<file path="config.mk">
export PLATFORM = sky130hd
export DESIGN_NAME = tms_sdm_decim
export DESIGN_NICKNAME = d
export VERILOG_FILES = /design/src/rtl/tms_sdm_pkg.sv /design/src/rtl/tms_sdm_accum.sv /design/src/rtl/tms_sdm_decim.sv
export SDC_FILE = /design/constraint.sdc
export NUM_CORES = 2
export LEC_CHECK = 0
export BUFFER_PORTS_ARGS = -buffer_cell sky130_fd_sc_hd__buf_2
export CORE_MARGIN = 4
export CORE_UTILIZATION = 50
export CTS_CLUSTER_DIAMETER = 80
export DETAILED_ROUTE_END_ITERATION = 16
export HOLD_SLACK_MARGIN = 0.08
export PLACE_DENSITY = 0.68
export SLEW_MARGIN = 20
export SYNTH_ARGS = -nofsm -noshare
export SYNTH_HDL_FRONTEND = slang
export SYNTH_HIERARCHICAL = 1
export SYNTH_SLANG_ARGS = --single-unit
</file>
<file path="constraint.sdc">
create_clock -name CLK -period 13.1 [get_ports CLK]
set_input_delay 0.655 -clock CLK [delete_from_list [all_inputs] [get_ports CLK]]
set_output_delay 0.655 -clock CLK [all_outputs]
set_load 0.1 [all_outputs]
</file>
<file path="src/rtl/tms_sdm_pkg.sv">
// Shared types and constants for the TMS sigma-delta decimator.
// The serializer state encoding, sample range and channel-index width live here.
package tms_sdm_pkg;

    typedef enum logic [0:0] {
        S_IDLE = 1'b0,
        S_SEND = 1'b1
    } ser_state_e;

    localparam int SAMPLE_MAX = 2;
    localparam int SAMPLE_W   = $clog2(SAMPLE_MAX + 1);
    localparam int CH_W       = 8;

    // One channel's two bitstreams summed into a 0..SAMPLE_MAX sample value.
    function automatic logic [SAMPLE_W-1:0] sdm_sample(input logic [1:0] bits);
        return SAMPLE_W'(bits[0]) + SAMPLE_W'(bits[1]);
    endfunction

endpackage

</file>
<file path="src/rtl/tms_sdm_accum.sv">
// One saturating boxcar accumulator with a snapshot register.
// The sum output is the value the accumulator would take on this edge.
module tms_sdm_accum
    import tms_sdm_pkg::*;
#(
    parameter int WIDTH = 16
) (
    input  logic                clk,
    input  logic                rst_n,
    input  logic                clr,
    input  logic                add,
    input  logic                snap,
    input  logic [SAMPLE_W-1:0] sample,
    output logic [WIDTH-1:0]    sum,
    output logic [WIDTH-1:0]    shadow
);

    logic [WIDTH-1:0] acc_r;

    function automatic logic [WIDTH-1:0] sat_add(input logic [WIDTH-1:0] a,
                                                 input logic [SAMPLE_W-1:0] b);
        logic [WIDTH:0] t;
        t = {1'b0, a} + (WIDTH+1)'(b);
        if (t[WIDTH]) begin
            sat_add = {WIDTH{1'b1}};
        end else begin
            sat_add = t[WIDTH-1:0];
        end
    endfunction

    // Next accumulator value, including the current sample when adding.
    always_comb begin
        sum = acc_r;
        if (add) begin
            sum = sat_add(acc_r, sample);
        end else begin
            sum = acc_r;
        end
    end

    // Accumulator register: clear has priority over add.
    always_ff @(posedge clk) begin
        if (!rst_n) begin
            acc_r <= {WIDTH{1'b0}};
        end else if (clr) begin
            acc_r <= {WIDTH{1'b0}};
        end else if (add) begin
            acc_r <= sum;
        end
    end

    // Snapshot captures the sum including the window-closing sample.
    always_ff @(posedge clk) begin
        if (!rst_n) begin
            shadow <= {WIDTH{1'b0}};
        end else if (snap) begin
            shadow <= sum;
        end
    end

endmodule

</file>
<file path="src/rtl/tms_sdm_decim.sv">
// Per-channel SDM decimator: window counter, shadow bank and valid/ready frame serializer.
// Frames closing while a previous frame is still being sent are dropped and flagged.
module tms_sdm_decim
    import tms_sdm_pkg::*;
#(
    parameter int NCH   = 19,
    parameter int WIDTH = 16,
    parameter int CNTW  = 16
) (
    input  logic               CLK,
    input  logic               RESET_N,
    input  logic               ENABLE,
    input  logic               SAMPLE_EN,
    input  logic [NCH*2-1:0]   DIN,
    input  logic [CNTW-1:0]    WINDOW,
    input  logic [NCH-1:0]     CH_MASK,
    output logic               DOUT_VALID,
    input  logic               DOUT_READY,
    output logic [WIDTH-1:0]   DOUT_DATA,
    output logic [CH_W-1:0]    DOUT_CH,
    output logic               DOUT_LAST,
    output logic [15:0]        FRAME_CNT,
    output logic               OVERFLOW
);

    localparam int IDXW = (NCH > 1) ? $clog2(NCH) : 1;

    logic             enable_d_r;
    logic [CNTW-1:0]  window_r;
    logic [CNTW-1:0]  count_r;
    logic [NCH-1:0]   mask_r;
    logic [NCH-1:0]   rem_r;
    ser_state_e       state_r;

    logic             rise_s;
    logic [CNTW-1:0]  win_cur_s;
    logic [NCH-1:0]   mask_cur_s;
    logic             add_s;
    logic             close_s;
    logic             clr_s;
    logic             snap_s;
    logic             ovf_set_s;
    logic             hs_s;
    logic             free_s;
    logic [IDXW-1:0]  cur_idx_s;
    logic [IDXW-1:0]  pick_idx_s;
    logic [IDXW-1:0]  load_idx_s;
    logic [NCH-1:0]   rem_after_s;

    ser_state_e       state_n;
    logic [NCH-1:0]   rem_n;
    logic             valid_n;
    logic             last_n;
    logic [WIDTH-1:0] data_n;
    logic [CH_W-1:0]  ch_n;

    logic [WIDTH-1:0] sum_s    [NCH];
    logic [WIDTH-1:0] shadow_s [NCH];

    function automatic logic [IDXW-1:0] low_idx(input logic [NCH-1:0] m);
        low_idx = {IDXW{1'b0}};
        for (int i = NCH - 1; i >= 0; i--) begin
            if (m[i]) begin
                low_idx = IDXW'(i);
            end
        end
    endfunction

    function automatic logic [NCH-1:0] idx_bit(input logic [IDXW-1:0] i);
        idx_bit = {{(NCH-1){1'b0}}, 1'b1} << i;
    endfunction

    // On the enable edge the live WINDOW/CH_MASK apply before the latch has caught them.
    assign rise_s      = ENABLE & ~enable_d_r;
    assign win_cur_s   = rise_s ? WINDOW  : window_r;
    assign mask_cur_s  = rise_s ? CH_MASK : mask_r;
    assign add_s       = ENABLE && SAMPLE_EN && (win_cur_s != {CNTW{1'b0}});
    assign close_s     = add_s && (count_r == win_cur_s - CNTW'(1));
    assign clr_s       = !ENABLE || close_s;
    assign hs_s        = DOUT_VALID && DOUT_READY;
    assign cur_idx_s   = DOUT_CH[IDXW-1:0];
    assign rem_after_s = rem_r & ~idx_bit(cur_idx_s);
    assign pick_idx_s  = low_idx(rem_after_s);
    assign load_idx_s  = low_idx(mask_cur_s);

    for (genvar i = 0; i < NCH; i++) begin : g_acc
        tms_sdm_accum #(.WIDTH(WIDTH)) u_acc (
            .clk    (CLK),
            .rst_n  (RESET_N),
            .clr    (clr_s),
            .add    (add_s),
            .snap   (snap_s),
            .sample (sdm_sample(DIN[2*i+1 -: 2])),
            .sum    (sum_s[i]),
            .shadow (shadow_s[i])
        );
    end

    // Window counter, parameter latches, frame counter and sticky overflow.
    always_ff @(posedge CLK) begin
        if (!RESET_N) begin
            enable_d_r <= 1'b0;
            window_r   <= {CNTW{1'b0}};
            mask_r     <= {NCH{1'b0}};
            count_r    <= {CNTW{1'b0}};
            FRAME_CNT  <= 16'd0;
            OVERFLOW   <= 1'b0;
        end else begin
            enable_d_r <= ENABLE;
            if (rise_s || close_s) begin
                window_r <= WINDOW;
                mask_r   <= CH_MASK;
            end
            if (!ENABLE || close_s) begin
                count_r <= {CNTW{1'b0}};
            end else if (add_s) begin
                count_r <= count_r + CNTW'(1);
            end
            if (!ENABLE) begin
                FRAME_CNT <= 16'd0;
                OVERFLOW  <= 1'b0;
            end else begin
                if (close_s) begin
                    FRAME_CNT <= FRAME_CNT + 16'd1;
                end
                if (ovf_set_s) begin
                    OVERFLOW <= 1'b1;
                end
            end
        end
    end

    // Serializer next state; a new frame's first beat comes straight from the live sums.
    always_comb begin
        state_n   = state_r;
        rem_n     = rem_r;
        valid_n   = DOUT_VALID;
        data_n    = DOUT_DATA;
        ch_n      = DOUT_CH;
        last_n    = DOUT_LAST;
        snap_s    = 1'b0;
        ovf_set_s = 1'b0;
        free_s    = 1'b0;
        case (state_r)
            S_IDLE: begin
                free_s = 1'b1;
            end
            S_SEND: begin
                if (hs_s && DOUT_LAST) begin
                    state_n = S_IDLE;
                    valid_n = 1'b0;
                    rem_n   = {NCH{1'b0}};
                    free_s  = 1'b1;
                end else if (hs_s) begin
                    rem_n  = rem_after_s;
                    data_n = shadow_s[pick_idx_s];
                    ch_n   = CH_W'(pick_idx_s);
                    last_n = ((rem_after_s & ~idx_bit(pick_idx_s)) == {NCH{1'b0}});
                end else begin
                    free_s = 1'b0;
                end
            end
            default: begin
                state_n = S_IDLE;
                valid_n = 1'b0;
                free_s  = 1'b1;
            end
        endcase
        if (close_s && free_s) begin
            snap_s = 1'b1;
            if (mask_cur_s != {NCH{1'b0}}) begin
                state_n = S_SEND;
                rem_n   = mask_cur_s;
                valid_n = 1'b1;
                data_n  = sum_s[load_idx_s];
                ch_n    = CH_W'(load_idx_s);
                last_n  = ((mask_cur_s & ~idx_bit(load_idx_s)) == {NCH{1'b0}});
            end else begin
                snap_s = 1'b1;
            end
        end else if (close_s) begin
            ovf_set_s = 1'b1;
        end else begin
            ovf_set_s = 1'b0;
        end
    end

    // Serializer state and registered output beat.
    always_ff @(posedge CLK) begin
        if (!RESET_N) begin
            state_r    <= S_IDLE;
            rem_r      <= {NCH{1'b0}};
            DOUT_VALID <= 1'b0;
            DOUT_DATA  <= {WIDTH{1'b0}};
            DOUT_CH    <= {CH_W{1'b0}};
            DOUT_LAST  <= 1'b0;
        end else begin
            state_r    <= state_n;
            rem_r      <= rem_n;
            DOUT_VALID <= valid_n;
            DOUT_DATA  <= data_n;
            DOUT_CH    <= ch_n;
            DOUT_LAST  <= last_n;
        end
    end

endmodule

</file>
==> impl_metrics.ini <==
[run_status]
status = completed

[finish]
drive_above_1_share = 0.0922
area_growth_pct = 9.81
finalNetCount = 5521
antenna_cells = 0
final_cells = 6557

[grt]
grtUsageMet3 = 0.0564
grt-busiest-layer = met2
antenna_found_initial = 2
grt_pass1_wl_mm = 224
grtUsageMet2 = 0.478
grt_usage = 0.313
grt-ovfl-total = 0
grt_pass1_vias = 37659
use_met1 = 0.433
grt_start_max_net_pins = 199

[drt]
drc_errors = 0
drt-total-wl_mm = 147
vias = 41793
antenna_left = 0
firstDrtPassIters = 6
vias_per_cell = 6.37
drt_iter0_markers = 5248
routedWlPerCell_um = 22.5

[sta]
tightest_slew_ps = 1040
tns_ps = 0
slew_headroom = 0.307
hold_viol = 0
fin_skew_ps = 36.5
rsz0062_at_grt = false
finalCriticalPeriod_ps = 6530
setup_viol = 0
final.period_utilization = 0.498
fmax_mhz = 153
slew_viol_final = 0

[power]
internal_power_mw = 3.74
vdd_drop_max_v = 0.0000959
leakage_nw = 18.7
power_frac_clock = 0.452
pwr-share-seq = 0.429
swShare = 0.279
p_switching_mw = 1.45
power.density_mw_per_mm2 = 111
pwr-share-comb = 0.120

[min_path]
hold_path.class = in2reg

[synthesis]
ys.flop_type = dfxtp_1
synth_edf_count = 0
synthesis.area_mm2 = 0.0425
synth_fa_ha_area_frac = 0.0266
syn_nets = 5539
synth_seq_cells = 723
synth_top_family_by_area = simple AND/OR/NAND/NOR gates
avgSynthCellArea_um2 = 7.90
yosysWarningCount = 6
synth-xor-area-share = 0.0243
async_reset_ff_frac = 0
seq_area_frac_synth = 0.341
synthSimpleGateAreaFrac = 0.268
ys_types = 83
synthMuxAreaShare = 0.0721
syn-instance-count = 5382
synth_compound_area_frac = 0.205

[clocking]
ctsResizeCount = 0
cts_tree = done
path_clk_slew_ps = 60
cts_max_level = 3
clock_tree.root_cell = clkbuf_16
cts_buffer_depth = 3
cts_setup_buffers = 0
clk_latency_ps = 660
hold_buffers = 0
numCtsBuffers = 82
cts_sinks = 723

[placed_design]
io_buffer_count = 120
place.gp.congestion = 1.01
post-dp-hpwl_mm = 107
dp.cells = 6414

[setup_path]
cp_data_arrival_time_ps = 7060
crit_family = buffers and inverters
endpoint_kind = register
cp_num_buf_inv = 4
setup.worst_path.class = reg2reg
path_max_fanout = 68
slowest_delay_ps = 680
crit_required_ps = 13630
slowest_stage = buf_4
critPathLaunchType = register
crit_chain = nor2b_4 > buf_4 > mux2i_1 > ha_1 > nand3_1 > o32ai_1 > and3_1 > a31oi_4 > buf_4 > buf_4 > nand4b_2 > nor4_2 > mux2i_1 > inv_1 > mux2i_1 > nor2_1 > o31ai_1 > a41o_1 > a211oi_1

[die]
die_y_um = 300
num_rows = 106
die_area_mm2 = 0.0897
io_pins = 121
core-area_mm2 = 0.0840
fp.dieW_um = 300
start_util = 0.506

[run]
cap_violations = 0
==> through the flow <==
stage / utilization / power, mW / hold slack, ps / cell area [µm²] / worst slack [ps]
after floorplan: - / 2.65 / 452 / 42500 / 4970
after global placement: 0.524 / 2.87 / 450 / 44000 / 6420
after detailed placement: 0.524 / 2.87 / 456 / 44000 / 6190
after CTS: 0.556 / 5.19 / 239 / 46700 / 6670
after global routing: 0.556 / 5.33 / 268 / 46700 / 6190
final: 0.556 / 5.19 / 266 / 46700 / 6570
==> layout make-up <==
class,count,area (µm²)
clock buffer,113,2320
clock inverter,30,384
fill,7884,37300
inverter,398,1490
multi-input combinational,3974,25500
sequential,723,14500
tap,1134,1420
timing repair buffer,185,1110
==> state kept, by name, summed over array words and instances (netlist names) <==
signal and flops:
rem_r 19, DOUT_LAST 1, DOUT_CH 8, state_r 1, g_acc.u_acc/acc_r 304, g_acc.u_acc/shadow 304
DOUT_VALID 1, mask_r 19, OVERFLOW 1, window_r 16, DOUT_DATA 16, FRAME_CNT 16
count_r 16, enable_d_r 1
==> layer usage <==
layer	part of all wire	routed length, µm
met2	0.43	63800
met5	0.00024	36
met3	0.090	13200
met1	0.43	62900
met4	0.049	7230
==> power groups by stage <==
stage / clock network, mW / registers, mW / logic, mW
floorplan: 0 / 2.27 / 0.386
global placement: 0 / 2.27 / 0.597
detailed placement: 0 / 2.27 / 0.599
CTS: 2.37 / 2.22 / 0.601
global route: 2.46 / 2.22 / 0.649
finish: 2.34 / 2.22 / 0.620
==> synthesized netlist by cell type (20+ instances only) <==
| cell | instances | share of area |
|---|---|---|
| nor3b_1 | 22 | 0.0039 |
| a22oi_1 | 24 | 0.0042 |
| a21oi_1 | 307 | 0.036 |
| ha_1 | 60 | 0.018 |
| buf_2 | 61 | 0.0072 |
| clkbuf_1 | 184 | 0.016 |
| and2_1 | 26 | 0.0038 |
| and3_1 | 71 | 0.010 |
| nand4_1 | 145 | 0.021 |
| nor4_4 | 21 | 0.011 |
| nor3_1 | 142 | 0.017 |
| a21o_1 | 63 | 0.011 |
| dfxtp_1 | 723 | 0.34 |
| clkbuf_2 | 27 | 0.0032 |
| mux2i_1 | 255 | 0.060 |
| nand2b_1 | 49 | 0.0072 |
| or3_1 | 57 | 0.0084 |
| o211ai_1 | 21 | 0.0037 |
| o21ai_0 | 306 | 0.036 |
| a31oi_1 | 98 | 0.014 |
| mux2_2 | 40 | 0.011 |
| nor2_1 | 574 | 0.051 |
| nand3_1 | 208 | 0.024 |
| o31ai_1 | 51 | 0.0090 |
| and4_1 | 27 | 0.0056 |
| nor2b_1 | 42 | 0.0062 |
| nor4_1 | 110 | 0.016 |
| or2_2 | 34 | 0.0050 |
| nand2_1 | 492 | 0.043 |
| o21a_1 | 25 | 0.0044 |
| a311oi_1 | 69 | 0.014 |
| xnor2_1 | 85 | 0.018 |
| inv_1 | 398 | 0.035 |
| and4b_1 | 20 | 0.0047 |
| a211oi_1 | 221 | 0.039 |
| o31a_1 | 32 | 0.0066 |
| xor2_1 | 33 | 0.0068 |
| nor4_2 | 20 | 0.0059 |
==> kinds of logic (layout without fill, tap and decap cells) <==
kind of cell / after synthesis / in the layout
AO/OA/AOI/OAI: 1342 / 1342
XOR/XNOR: 118 / 118
adder cells (fa/ha/maj): 79 / 79
buffers and inverters: 685 / 726
flip-flops: 723 / 723
multiplexers: 298 / 298
AND/OR/NAND/NOR: 2137 / 2137
==> worst min-delay path: cells and delay by family <==
kind,cells,cell delay [ps]
simple gates,1,70
buf+inv,1,100
mux,1,60
==> final timing paths <==
| check | from | to | slack, ps | cells after the start |
|---|---|---|---|---|
| worst max-delay path | enable_d_r | DOUT_DATA[12] | 6570 | 19 |
| worst max register to register | enable_d_r | DOUT_DATA[12] | 6570 | 19 |
| worst min-delay path | CH_MASK[18] | mask_r[18] | 270 | 3 |
| worst min register to register | OVERFLOW | OVERFLOW | 470 | 2 |
==> cells in the final DEF, fill, tap and decap left out, drive strengths merged, types with 151 or more instances in the layout <==
cell,count
a211oi,222
o21ai,309
nor4,151
inv,402
nor2,574
a21oi,307
nand3,208
mux2i,255
dfxtp,723
buf,184
nand2,492
nand4,164
Note: power is estimated with default switching activity, not from simulation.
